--- src/rtl/wave_flash_rd.sv ---
// wave_flash_rd: mode-0 SPI flash reader, NCYC 32-bit reads (two little-endian words each) per ena frame; WAVE_FLASH_RD_FAST_READ_EN selects 0x0B + 8 dummy sclks.
// Latency 64 (72 fast) sclks of 2*DIV clks per read; no backpressure: ena while busy is dropped and flagged on ovr.
module wave_flash_rd #(
  parameter int DIV  = 2,
  parameter int NCYC = 4,
  parameter int GAP  = 4
) (
  input  logic        clk,
  input  logic        reset,
  input  logic        ena,
  output logic [1:0]  cyc_num,
  input  logic [23:0] addr,
  output logic [15:0] data,
  output logic        data_stb,
  output logic        busy,
  output logic        ovr,
  output logic        spi_csl,
  output logic        spi_sclk,
  output logic        spi_mosi,
  input  logic        spi_miso
);

`ifdef WAVE_FLASH_RD_FAST_READ_EN
  localparam logic [7:0] RD_CMD    = 8'h0B;
  localparam bit         USE_DUMMY = 1'b1;
`else
  localparam logic [7:0] RD_CMD    = 8'h03;
  localparam bit         USE_DUMMY = 1'b0;
`endif

  localparam int PH_W  = (DIV > 1) ? $clog2(DIV) : 1;
  localparam int GAP_W = (GAP > 1) ? $clog2(GAP) : 1;
  localparam logic [PH_W-1:0]  PH_LAST  = PH_W'(DIV - 1);
  localparam logic [GAP_W-1:0] GAP_LAST = GAP_W'(GAP - 1);
  localparam logic [1:0]       CYC_LAST = 2'(NCYC - 1);

  typedef enum logic [2:0] {
    ST_IDLE, ST_LATCH, ST_CMD, ST_ADR, ST_DUMMY, ST_DATA, ST_GAP
  } state_t;

  state_t            state, state_nxt;
  logic [PH_W-1:0]   ph_cnt;
  logic [4:0]        bit_cnt;
  logic [GAP_W-1:0]  gap_cnt;
  logic [30:0]       tx_sh;
  logic [14:0]       rx_sh;
  logic              shifting, ph_end, sclk_rise, sclk_fall, gap_done;

  // sclk_rise/sclk_fall mark the clk edge on which spi_sclk is about to toggle.
  always_comb begin
    shifting  = (state == ST_CMD) || (state == ST_ADR) ||
                (state == ST_DUMMY) || (state == ST_DATA);
    ph_end    = shifting && (ph_cnt == PH_LAST);
    sclk_rise = ph_end && !spi_sclk;
    sclk_fall = ph_end && spi_sclk;
    gap_done  = (state == ST_GAP) && (gap_cnt == GAP_LAST);
  end

  always_ff @(posedge clk) begin
    if (reset) state <= ST_IDLE;
    else       state <= state_nxt;
  end

  always_comb begin
    state_nxt = state;
    unique case (state)
      ST_IDLE:  if (ena) state_nxt = ST_LATCH;
      ST_LATCH: state_nxt = ST_CMD;
      ST_CMD:   if (sclk_fall && bit_cnt == 5'd7)  state_nxt = ST_ADR;
      ST_ADR:   if (sclk_fall && bit_cnt == 5'd23) state_nxt = USE_DUMMY ? ST_DUMMY : ST_DATA;
      ST_DUMMY: if (sclk_fall && bit_cnt == 5'd7)  state_nxt = ST_DATA;
      ST_DATA:  if (sclk_fall && bit_cnt == 5'd31) state_nxt = ST_GAP;
      ST_GAP:   if (gap_done) state_nxt = (cyc_num == CYC_LAST) ? ST_IDLE : ST_LATCH;
      default:  state_nxt = ST_IDLE;
    endcase
  end

  always_ff @(posedge clk) begin
    if (reset) begin
      cyc_num  <= '0;
      data     <= '0;
      data_stb <= 1'b0;
      busy     <= 1'b0;
      ovr      <= 1'b0;
      spi_csl  <= 1'b1;
      spi_sclk <= 1'b0;
      spi_mosi <= 1'b0;
      ph_cnt   <= '0;
      bit_cnt  <= '0;
      gap_cnt  <= '0;
      tx_sh    <= '0;
      rx_sh    <= '0;
    end else begin
      data_stb <= 1'b0;
      ovr      <= ena && (state != ST_IDLE);
      ph_cnt   <= (shifting && !ph_end) ? ph_cnt + 1'b1 : '0;
      gap_cnt  <= (state == ST_GAP) ? gap_cnt + 1'b1 : '0;
      if (ph_end)    spi_sclk <= !spi_sclk;
      if (sclk_fall) bit_cnt  <= (state_nxt != state) ? 5'd0 : bit_cnt + 5'd1;

      case (state)
        ST_IDLE: if (ena) begin
          cyc_num <= '0;
          busy    <= 1'b1;
        end
        // cyc_num has been stable for this whole clk, so addr is valid here.
        ST_LATCH: begin
          tx_sh    <= {RD_CMD[6:0], addr};
          spi_mosi <= RD_CMD[7];
          spi_csl  <= 1'b0;
        end
        ST_CMD, ST_ADR: if (sclk_fall) begin
          spi_mosi <= (state_nxt == ST_CMD || state_nxt == ST_ADR) ? tx_sh[30] : 1'b0;
          tx_sh    <= {tx_sh[29:0], 1'b0};
        end
        ST_DATA: begin
          if (sclk_rise) begin
            rx_sh <= {rx_sh[13:0], spi_miso};
            // First byte received is the low byte of each word.
            if (bit_cnt[3:0] == 4'hF) begin
              data     <= {rx_sh[6:0], spi_miso, rx_sh[14:7]};
              data_stb <= 1'b1;
            end
          end
          if (sclk_fall && bit_cnt == 5'd31) spi_csl <= 1'b1;
        end
        ST_GAP: if (gap_done) begin
          if (cyc_num == CYC_LAST) begin
            cyc_num <= '0;
            busy    <= 1'b0;
          end else begin
            cyc_num <= cyc_num + 2'd1;
          end
        end
        default: ;
      endcase
    end
  end

endmodule

--- config.mk ---
export PLATFORM = sky130hd
export DESIGN_NAME = wave_flash_rd
export DESIGN_NICKNAME = d
export VERILOG_FILES = /design/src/rtl/wave_flash_rd.sv
export SDC_FILE = /design/constraint.sdc
export NUM_CORES = 1
export LEC_CHECK = 0
export ABC_AREA = 0
export CELL_PAD_IN_SITES_DETAIL_PLACEMENT = 0
export CELL_PAD_IN_SITES_GLOBAL_PLACEMENT = 1
export CORE_MARGIN = 10
export CORE_UTILIZATION = 40
export DETAILED_ROUTE_END_ITERATION = 10
export PLACE_DENSITY = 0.85
export SYNTH_ARGS = -nofsm -noshare
export SYNTH_HDL_FRONTEND = slang
export SYNTH_SLANG_ARGS = --single-unit
--- constraint.sdc ---
create_clock -name clk -period 2.1 [get_ports clk]
set_input_delay 0.42 -clock clk [delete_from_list [all_inputs] [get_ports clk]]
set_output_delay 0.42 -clock clk [all_outputs]
set_load 0.05 [all_outputs]
==> summary.txt, run 1 <==
Run status
  – Result of the run: complete, no violations

Power
  – Fraction of power spent switching nets: between 20% and 30%
  – Peak supply drop: a little under 400 uV
  – Net switching power of the design: between 0.9 and 1 mW
  – Clk pwr share: 34.4%
  – Internal power: about 2.6 mW
  – Portion of total power attributed to combinational logic: 16.4%
  – Sequential cell fraction of total power: around half
  – Pwr/cell area: 837.9 mW/mm^2
  – Leakage power: about 1.6 nW

Min path
  – Instance count along the most critical hold path: 1
  – End of the worst hold path: gap_cnt[0]
  – Path category of the worst min-delay check: reg2reg
  – Critical hold path startpoint: gap_cnt[0]

Routing
  – Detail Route Antenna Nets: 0
  – Post-detailed-route DRC marker count: 0
  – DR WL/cell: 13.38 um
  – Initial DRT Pass Iterations: 4
  – Aggregate routed wire length: 6.891 mm
  – Iter 0 DRT Violations: 107
  – Total vias in the final route: 2638
  – Post-DR vias/cell: 5.122

Timing
  – Highest attainable clock frequency: 0.5091 GHz
  – Worst Clk Skew: ~0.011 ns
  – Hold Violations, Final: 0
  – Worst slew slack as a fraction of its limit: between 60% and 70%
  – Clock period minus worst slack: between 1.5 and 2 ns
  – Max-slew violations: 0
  – Setup TNS Final: 0 ns
  – Period utilization: between 90 and 100%
  – Unrepaired setup endpoints after global routing: false
  – Slew of the pin with the lowest slew margin: roughly 0.52 ns
  – Finish-stage setup viols: 0

Critical path
  – Critical Path Max Stage Delay: slightly above 0.8 ns
  – Crit path max-delay cell type: sky130_fd_sc_hd__clkdlybuf4s50_1
  – Worst-path maximum fanout: 4
  – Setup Crit Path Kind: reg2out
  – Crit-path leading delay family: buffers and inverters
  – Beginning of the worst register-to-register path: state[1]
  – Crit path DAT: ~1.5 ns
  – Setup slack of the worst register-to-register path: between 0.4 and 0.5 ns
  – Element type at the critical path start: flip-flop
  – Kind of capture point of the worst setup path: output port
  – Capture instance of the worst register-to-register path: tx_sh[12]
  – Cell-by-cell listing of the critical path: clkdlybuf4s50_1
  – Buffering stage count on the worst path with inverters included: 1
  – Number of cells on the worst reg-to-reg path: 5
  – Data required time at the worst endpoint: 1.68 ns

Clock network
  – Maximum clock path buffer count: 2
  – Clock buffer count from CTS: 9
  – Post-cts repair resize count: 0
  – # H-tree levels: 3
  – Clock-pin slew of the registers on the worst-case setup and hold paths: around 0.08 ns
  – CTS tree: done
  – Clock latency at the later pin of the worst-skew pair: between 0.3 and 0.4 ns
  – CTS root buf: sky130_fd_sc_hd__clkbuf_8
  – Post-CTS setup buffer count: 0
  – Sink Count: 81
  – Number of buffers inserted for hold repair after clock tree synthesis: 0

Yosys
  – Post-synthesis net count: about 400
  – Number of enable-type register cells in the synthesized netlist: 0
  – Largest area contributor in the netlist: sky130_fd_sc_hd__dfxtp_1
  – YS warnings: 0
  – Top-area cell type share of the netlist area: between 40% and 50%
  – Share of synthesized flip-flops with an asynchronous set or reset: 0%
  – Mean instance size in the synthesized netlist: ~9 sq um
  – Post-synthesis sequential area ratio: about half
  – Netlist Area Pre-Place: 0.003356 sq mm
  – Flip-flop cell with the highest count after synthesis: sky130_fd_sc_hd__dfxtp_1
  – Main area contributors after synthesis: sky130_fd_sc_hd__dfxtp_1, sky130_fd_sc_hd__mux2i_1, sky130_fd_sc_hd__nor2_1
  – Cells after synthesis: 362
  – Synthesized flop and latch total: 81
  – Unique masters post-synth: 40

Global route
  – Via count of the first global-routing pass: ~2600
  – Wire length of the first global-routing pass: 11.99 mm
  – Maximum number of pins on one net before global-route repair: between 40 and 50
  – Remaining global-route overflow: 0
  – Overall routing resource usage: approximately 11%
  – Antenna violations before repair: 0

Final layout
  – Fill cells: 778
  – Final core area utilization: 50.96%
  – Share of cells above drive strength 1: 10.73%
  – Combined flip-flop and latch cell area: approximately 0.0016 sq mm
  – Commonest cells after routing, fill and taps aside: sky130_fd_sc_hd__dfxtp_1, sky130_fd_sc_hd__nor2_1, sky130_fd_sc_hd__clkdlybuf4s50_1, sky130_fd_sc_hd__nand2_1, sky130_fd_sc_hd__mux2i_1
  – Final net count: about 440
  – Antenna cell count: 0
  – Area delta synth->final: 24.16%
  – Area of the multi-input gates: 0.001593 sq mm
  – Commonest non-fill, non-tap cell in the layout: sky130_fd_sc_hd__dfxtp_1
  – Non-filler instance count after layout: roughly 500

Die
  – Initial Util: between 40% and 50%
  – Die Y: 111.6 um
  – Count of pins on the block boundary: between 50 and 60
  – Rows: 33
  – Horiz. Die Dim: about 110 um
  – Core footprint: 0.008175 sq mm
  – Floorplan die area: between 0.01 and 0.015 sq mm

Placed design
  – Routability congestion estimate from global placement: around 0.77
  – Port buffer count: between 50 and 60
  – Number of instances in the placed design: 500
  – Final HPWL from detailed placement: about 4.9 mm

Job
  – Max-capacitance violation count: 0
metal layers:
metal  global-route usage (%)  vias to the layer above  share of wire, %
met3                    4.079                        5               6.4
met2                    17.19                       60                44
met5                        0                        -                 0
met4                    3.599                        0              0.77
li1                         -                     1343                 -
met1                    13.94                     1230                49
power by group through the flow:
stage	Combinational, mW	Clock [mW]	Sequential [mW]
after floorplan	0.419	0	1.74
after global placement	0.570	0	1.75
after detailed placement	0.578	0	1.75
after CTS	0.580	1.23	1.72
after global routing	0.640	1.29	1.73
final	0.573	1.20	1.72
stage by stage:
| stage | cell area, sq um | setup slack (ns) | hold slack, ns | power, mW |
|---|---|---|---|---|
| final | 4167 | 0.1359 | 0.4551 | 3.491 |
| after global routing | 4167 | 0.07834 | 0.4696 | 3.664 |
| after CTS | 4167 | 0.1048 | 0.4514 | 3.532 |
| after detailed placement | 3953 | 0.4322 | 0.4333 | 2.331 |
| after global placement | 3953 | 0.4565 | 0.4158 | 2.318 |
| after floorplan | 3356 | 0.3314 | 0.4062 | 2.161 |
synth_stat cells, drive strengths merged (2+ instances only):
cell type,instances
a211oi,24
a21oi,22
a22oi,9
buf,16
clkbuf,12
dfxtp,81
ha,4
mux2i,39
nand2,42
nand2b,3
nand3,4
nand3b,2
nor2,65
nor3,9
nor3b,3
nor4,2
o21ai,4
xnor2,4
xor2,3
worst max-delay path by stage:
| stage | start | end | slack, ns | cells after the start |
|---|---|---|---|---|
| 3_5_place_dp | state[1] | tx_sh[2] | 0.43 | 5 |
| 6_report | cyc_num[0] | cyc_num[0] | 0.14 | 1 |
| 3_3_place_gp | spi_sclk | bit_cnt[0] | 0.46 | 4 |
| 5_1_grt | cyc_num[1] | cyc_num[1] | 0.08 | 1 |
| 4_1_cts | cyc_num[0] | cyc_num[0] | 0.10 | 1 |
| 2_1_floorplan | spi_sclk | tx_sh[2] | 0.33 | 6 |
sequential cells by signal, indices dropped and copies added (netlist names), 2 cells and up:
signal,flops
gap_cnt,2
cyc_num,2
tx_sh,31
state,3
bit_cnt,5
data,16
rx_sh,15
layout make-up:
cell class | instances | area share (%)
flip-flops and latches | 81 | 38.92
multi-input cells | 252 | 38.23
repair buffers | 61 | 14.47
well taps | 105 | 3.153
inverters | 1 | 0.09009
clock inverters | 2 | 0.8408
clock buffers | 13 | 4.294
kinds of logic after synthesis:
logic type	count (synthesis)	synth area share [%]
AO/OA/AOI/OAI	67	13.27
XOR/XNOR	7	1.827
adder cells (fa/ha/maj)	4	1.491
buffers and inverters	29	4.623
flip-flops	81	48.32
multiplexers	39	11.63
AND/OR/NAND/NOR	135	18.83
Power figures use the tool's default switching activity.
==> inputs of run 2 (changes only) <==
ABC_CLOCK_PERIOD_IN_PS = 2100   (was not set)
TNS_END_PERCENT = 5   (was not set)
==> results of run 2 <==
Same layout as run 1: the final DEF is identical, and so are final timing and power.
==> inputs of run 3 (changes only) <==
CORE_UTILIZATION = 47   (was 40)
DONT_BUFFER_PORTS = 1   (was not set)
GPL_ROUTABILITY_DRIVEN = 0   (was not set)
HOLD_SLACK_MARGIN = 0.1   (was not set)
PLACE_DENSITY = 0.84   (was 0.85)
==> run 3 against run 2 <==
Effect of this change:
- power fell by 0.77%
- clock skew shrank 0.00069 ns
- global-route usage increased by 1.3 points
- critical path depth increased by 4
- via count fell by 9.0%
- routed wire length decreased by 4.3%
- clock power up 6%
- final area is 12% lower
- worst setup slack better by 0.21 ns
- sequential share of layout area grew 5.5 points
- worst hold slack got worse by 0.31 ns
- largest power group unchanged
==> summary.txt, run 3 (synthesis gave the netlist of run 1 again) <==
Clock network
  – Maximum clock path buffer count: 2 (unchanged)
  – Post-CTS setup buffer count: 0 (unchanged)
  – Clock-pin slew of the registers on the worst-case setup and hold paths: 0.08 ns (about the same)
  – Clock buffer count from CTS: 9 (unchanged)
  – Number of buffers inserted for hold repair after clock tree synthesis: 0 (unchanged)
  – Sink Count: 81 (unchanged)
  – CTS root buf: sky130_fd_sc_hd__clkbuf_8 (unchanged)
  – # H-tree levels: 3 (unchanged)
  – Clock latency at the later pin of the worst-skew pair: 0.34 ns (about the same)
  – Post-cts repair resize count: 0 (unchanged)
  – CTS tree: done (unchanged)

Min path
  – Path category of the worst min-delay check: in2reg (was reg2reg)
  – Critical hold path startpoint: reset (was gap_cnt[0])
  – Instance count along the most critical hold path: 1 (unchanged)
  – End of the worst hold path: tx_sh[29] (was gap_cnt[0])

Routing
  – Total vias in the final route: 2400 (was 2638)
  – Post-DR vias/cell: 5.286 (was 5.122)
  – Iter 0 DRT Violations: 125 (was 107)
  – Post-detailed-route DRC marker count: 0 (unchanged)
  – DR WL/cell: 14.53 um (was 13.38 um)
  – Aggregate routed wire length: 6.597 mm (was 6.891 mm)
  – Detail Route Antenna Nets: 0 (unchanged)
  – Initial DRT Pass Iterations: 4 (unchanged)

Die
  – Core footprint: 0.006869 sq mm (was 0.008175 sq mm)
  – Count of pins on the block boundary: 52 (unchanged)
  – Initial Util: 48.85% (was 41.05%)
  – Horiz. Die Dim: 104.5 um (was 111.6 um)
  – Floorplan die area: 0.01092 sq mm (was 0.01245 sq mm)
  – Die Y: 104.5 um (was 111.6 um)
  – Rows: 30 (was 33)

Final layout
  – Commonest cells after routing, fill and taps aside: sky130_fd_sc_hd__dfxtp_1, sky130_fd_sc_hd__nor2_1, sky130_fd_sc_hd__nand2_1, sky130_fd_sc_hd__mux2i_1, sky130_fd_sc_hd__a211oi_1 (was sky130_fd_sc_hd__dfxtp_1, sky130_fd_sc_hd__nor2_1, sky130_fd_sc_hd__clkdlybuf4s50_1, sky130_fd_sc_hd__nand2_1, sky130_fd_sc_hd__mux2i_1)
  – Commonest non-fill, non-tap cell in the layout: sky130_fd_sc_hd__dfxtp_1 (unchanged)
  – Register containing the most flip-flops in the final layout: tx_sh (unchanged)
  – Largest registers in the final layout: tx_sh x31, data x16, rx_sh x15 (unchanged)
  – Flip-flop count of the largest register after layout: 31 (unchanged)
  – Area delta synth->final: 8.725% (was 24.16%)
  – Final net count: 385 (was 438)
  – Antenna cell count: 0 (unchanged)
  – Final core area utilization: 53.11% (was 50.96%)
  – Share of cells above drive strength 1: 11.17% (was 10.73%)
  – Fill cells: 639 (was 778)

Critical path
  – Setup Crit Path Kind: reg2reg (was reg2out)
  – Worst-path maximum fanout: 16 (was 4)
  – Beginning of the worst register-to-register path: state[2] (was state[1])
  – Setup slack of the worst register-to-register path: 0.34 ns (was 0.41 ns)
  – Number of cells on the worst reg-to-reg path: 5 (unchanged)
  – Capture instance of the worst register-to-register path: data[4] (was tx_sh[12])
  – Crit path max-delay cell type: sky130_fd_sc_hd__dfxtp_1 (was sky130_fd_sc_hd__clkdlybuf4s50_1)
  – Crit path DAT: 1.99 ns (was 1.54 ns)
  – Kind of capture point of the worst setup path: flip-flop (was output port)
  – Cell-by-cell listing of the critical path: nand4b_4 > nor3_4 > buf_4 > mux2i_1 > nor2_2 (was clkdlybuf4s50_1)
  – Element type at the critical path start: flip-flop (unchanged)
  – Critical Path Max Stage Delay: 0.69 ns (was 0.83 ns)
  – Data required time at the worst endpoint: 2.34 ns (was 1.68 ns)

Timing
  – Worst Clk Skew: 0.01020 ns (was 0.01089 ns)
  – Period utilization: 83.58% (was 93.53%)
  – Slew of the pin with the lowest slew margin: 0.5790 ns (was 0.5237 ns)
  – Finish-stage setup viols: 0 (unchanged)
  – Hold Violations, Final: 0 (unchanged)
  – Worst slew slack as a fraction of its limit: 61.35% (was 64.83%)
  – Setup TNS Final: 0 ns (unchanged)
  – Clock period minus worst slack: 1.755 ns (was 1.964 ns)
  – Max-slew violations: 0 (unchanged)
  – Unrepaired setup endpoints after global routing: false (unchanged)
  – Highest attainable clock frequency: 0.5697 GHz (was 0.5091 GHz)

Global route
  – Remaining global-route overflow: 0 (unchanged)
  – Via count of the first global-routing pass: 2368 (was 2641)
  – Overall routing resource usage: 12.35% (was 11.10%)
  – Antenna violations before repair: 0 (unchanged)
  – Wire length of the first global-routing pass: 11.45 mm (was 11.99 mm)
  – Maximum number of pins on one net before global-route repair: 78 (was 49)

Run status
  – Result of the run: complete, no violations (unchanged)

Power
  – Leakage power: 1.368 nW (was 1.565 nW)
  – Peak supply drop: 430.5 uV (was 392.1 uV)
  – Pwr/cell area: 949.5 mW/mm^2 (was 837.9 mW/mm^2)
  – Total power consumption of the routed design: 3.464 mW (was 3.491 mW)

Placed design
  – Port buffer count: 0 (was 51)
  – Final HPWL from detailed placement: 4.547 mm (was 4.878 mm)

Job
  – Max-capacitance violation count: 0 (unchanged)
-- run 3: layout make-up --
type	instances	area [sq um]	area share, %
Clock inverter	6	90.09	2.469
Timing Repair Buffer	8	85.08	2.332
Inverter	1	3.754	0.1029
Sequential cell	81	1622	44.44
Multi-Input combinational cell	252	1590	43.59
Tap cell	96	120.1	3.292
Clock buffer	10	137.6	3.772
-- run 3: worst max-delay path by stage --
stage                     slack (ns)     start  cells past startpoint  endpoint
final                           0.34  state[2]                      5   data[4]
after global routing            0.23  state[2]                      5   data[6]
after CTS                       0.35  state[2]                      5   data[4]
after detailed placement        0.36  state[2]                      5   data[3]
after global placement          0.45  state[2]                      5   data[7]
after floorplan                 0.33  spi_sclk                      6  tx_sh[2]
-- run 3: report_power, final --
part           switching (mW)  total (mW)  internal, mW
Clock                   0.559        1.27         0.706
Sequential              0.105        1.74          1.64
Combinational           0.244       0.457         0.213
Total                   0.909        3.46          2.55
-- run 3: through the flow --
stage / worst slack [ns] / hold WS (ns) / instance area, sq um / cells
6_report: 0.3448 / 0.1453 / 3649 / 454
5_1_grt: 0.2309 / 0.1215 / 3649 / 454
3_5_place_dp: 0.3559 / 0.4340 / 3421 / 438
3_3_place_gp: 0.4452 / 0.4121 / 3421 / 438
2_1_floorplan: 0.3314 / 0.4062 / 3356 / 362
4_1_cts: 0.3545 / 0.1256 / 3649 / 454
-- run 3: layer usage --
metal / global-route usage, % / vias to the layer above / share of wire (%)
met5: 0 / - / 0
met4: 3.877 / 0 / 0.88
met3: 5.638 / 6 / 8.6
met2: 18.44 / 54 / 44
met1: 15.40 / 1101 / 47
li1: - / 1239 / -
-- run 3: worst max-delay path: cells and delay by family (launching register included) --
family | cells | cell delay [ns]
buffers and inverters | 1 | 0.30
flip-flops | 1 | 0.69
multiplexers | 1 | 0.27
AND/OR/NAND/NOR | 3 | 0.39
==> RTL change, RTL diff (flow settings as in run 1) <==
Add an input register stage for `ena`, `addr` and `spi_miso`, without a reset; this delays them by one clock. Comments in the files are not updated.
--- a/src/rtl/wave_flash_rd.sv
+++ b/src/rtl/wave_flash_rd.sv
@@ -38,6 +38,16 @@
     ST_IDLE, ST_LATCH, ST_CMD, ST_ADR, ST_DUMMY, ST_DATA, ST_GAP
   } state_t;
 
+  logic ena_q;
+  logic [23:0] addr_q;
+  logic spi_miso_q;
+
+  always_ff @(posedge clk) begin
+    ena_q      <= ena;
+    addr_q     <= addr;
+    spi_miso_q <= spi_miso;
+  end
+
   state_t            state, state_nxt;
   logic [PH_W-1:0]   ph_cnt;
   logic [4:0]        bit_cnt;
@@ -64,7 +74,7 @@
   always_comb begin
     state_nxt = state;
     unique case (state)
-      ST_IDLE:  if (ena) state_nxt = ST_LATCH;
+      ST_IDLE:  if (ena_q) state_nxt = ST_LATCH;
       ST_LATCH: state_nxt = ST_CMD;
       ST_CMD:   if (sclk_fall && bit_cnt == 5'd7)  state_nxt = ST_ADR;
       ST_ADR:   if (sclk_fall && bit_cnt == 5'd23) state_nxt = USE_DUMMY ? ST_DUMMY : ST_DATA;
@@ -92,20 +102,20 @@
       rx_sh    <= '0;
     end else begin
       data_stb <= 1'b0;
-      ovr      <= ena && (state != ST_IDLE);
+      ovr      <= ena_q && (state != ST_IDLE);
       ph_cnt   <= (shifting && !ph_end) ? ph_cnt + 1'b1 : '0;
       gap_cnt  <= (state == ST_GAP) ? gap_cnt + 1'b1 : '0;
       if (ph_end)    spi_sclk <= !spi_sclk;
       if (sclk_fall) bit_cnt  <= (state_nxt != state) ? 5'd0 : bit_cnt + 5'd1;
 
       case (state)
-        ST_IDLE: if (ena) begin
+        ST_IDLE: if (ena_q) begin
           cyc_num <= '0;
           busy    <= 1'b1;
         end
         // cyc_num has been stable for this whole clk, so addr is valid here.
         ST_LATCH: begin
-          tx_sh    <= {RD_CMD[6:0], addr};
+          tx_sh    <= {RD_CMD[6:0], addr_q};
           spi_mosi <= RD_CMD[7];
           spi_csl  <= 1'b0;
         end
@@ -115,10 +125,10 @@
         end
         ST_DATA: begin
           if (sclk_rise) begin
-            rx_sh <= {rx_sh[13:0], spi_miso};
+            rx_sh <= {rx_sh[13:0], spi_miso_q};
             // First byte received is the low byte of each word.
             if (bit_cnt[3:0] == 4'hF) begin
-              data     <= {rx_sh[6:0], spi_miso, rx_sh[14:7]};
+              data     <= {rx_sh[6:0], spi_miso_q, rx_sh[14:7]};
               data_stb <= 1'b1;
             end
           end
Function: changed (a bounded check fails within 4 cycles, from zero or initial values and one cycle with reset high).
==> RTL change against run 1 <==
Non-clock buffer count is 7 higher. Wire length grew 8.9%. Sequential power grew 25%. Die area grew 14%. Area after synthesis increased by 17%. First-iteration DRC count rose by 72%. Total power rose by 6.6%. Worst setup slack lost 39 ps. Sequential cell count increased by 26. Via count up 13%. Clock power rose by 4%. Core utilization fell by 1.6 points. Cell area is 15% higher. Combinational power down 44%. Critical endpoint is now bit_cnt[2]. Largest cell class unchanged.
==> RTL change: results (changes against run 1) <==
clock_tree:
  post_cts_resized: 1  # was 0
  path_clk_slew_ps: 100  # was 80 ps
drt:
  dr_wl_met3_um: 405  # was 441 um
  wl_per_cell_um: 12.3  # was 13.4 um
  wl_met1_mm: 3.65  # was 3.39 mm
  avgViaCountPerCell: 4.90  # was 5.12
min_path:
  hp-class: "input port to flip-flop"  # was flip-flop to flip-flop
yosys:
  synth-xor-area-share: 0.00446  # was 0.0183
  syn_avg_cell_area_um2: 9.34  # was 9.27 um^2
  synth-compound-area-share: 0.127  # was 0.133
  ys_top_cells_by_count: "dfxtp_1, nand2_1, nor2_1"  # was dfxtp_1, nor2_1, nand2_1
  synth_cell_type_count: 47  # was 40
place:
  dp_hpwl_mm: 5.11  # was 4.88 mm
  dp_cells: 590  # was 500
  dpl-instance-area_um2: 4540  # was 3950 um^2
  place.gp.congestion: 0.831  # was 0.772
timing:
  finClkSkew_ps: 10.8  # was 10.9 ps
  maxSlewHeadroom: 0.612  # was 0.648
  whs_ps: 434  # was 455 ps
critical_path:
  crit_family: "simple AND/OR/NAND/NOR gates"  # was buffers and inverters
  cp.arrival_ps: 2260  # was 1540 ps
  crit_slowest_cell: "dfxtp_4"  # was clkdlybuf4s50_1
  slowest_delay_ps: 360  # was 830 ps
finish:
  fillCellCount: 921  # was 778
  layoutNonFillerInstCount: 608  # was 515
  layout-drive-gt1-share: 0.103  # was 0.107
  reg_top3: "tx_sh x31, addr_q x24, data x16"  # was tx_sh x31, data x16, rx_sh x15
  num-nets-final: 502  # was 438
power:
  vdd_drop_max_mv: 0.447  # was 0.392 mV
  p_leak_nw: 1.72  # was 1.57 nW
grt:
  grt_pass1_vias: 2841  # was 2641
  grt_pass1_wl_mm: 12.9  # was 12.0 mm
  grt_usage: 0.105  # was 0.111
outcome:
  status: "finished clean"  # unchanged
[RTL change: final timing paths]
| path | start | cells after the start | end |
|---|---|---|---|
| max | bit_cnt[0] | 8 | bit_cnt[2] |
| min | reset | 3 | bit_cnt[4] |
| max reg2reg | bit_cnt[0] | 8 | bit_cnt[2] |
| min reg2reg | gap_cnt[0] | 1 | gap_cnt[0] |
[RTL change: final cells by class]
| type | instances | area share |
|---|---|---|
| inverter | 3 | 0.00236 |
| clock buffer | 11 | 0.0296 |
| sequential | 107 | 0.449 |
| clock inverter | 5 | 0.0126 |
| timing repair buffer | 68 | 0.135 |
| multi-input combinational | 281 | 0.336 |
| tap | 133 | 0.0348 |
[RTL change: layer usage]
metal / up-vias / track usage
met3: 13 / 0.0387
met5: - / 0
li1: 1538 / -
met2: 78 / 0.166
met4: 0 / 0.0382
met1: 1353 / 0.129
[RTL change: power breakdown]
group	leakage, nW	internal (mW)	switching (mW)
registers	0.877	2.11	0.0420
clock network	0.100	0.592	0.663
logic	0.742	0.148	0.172
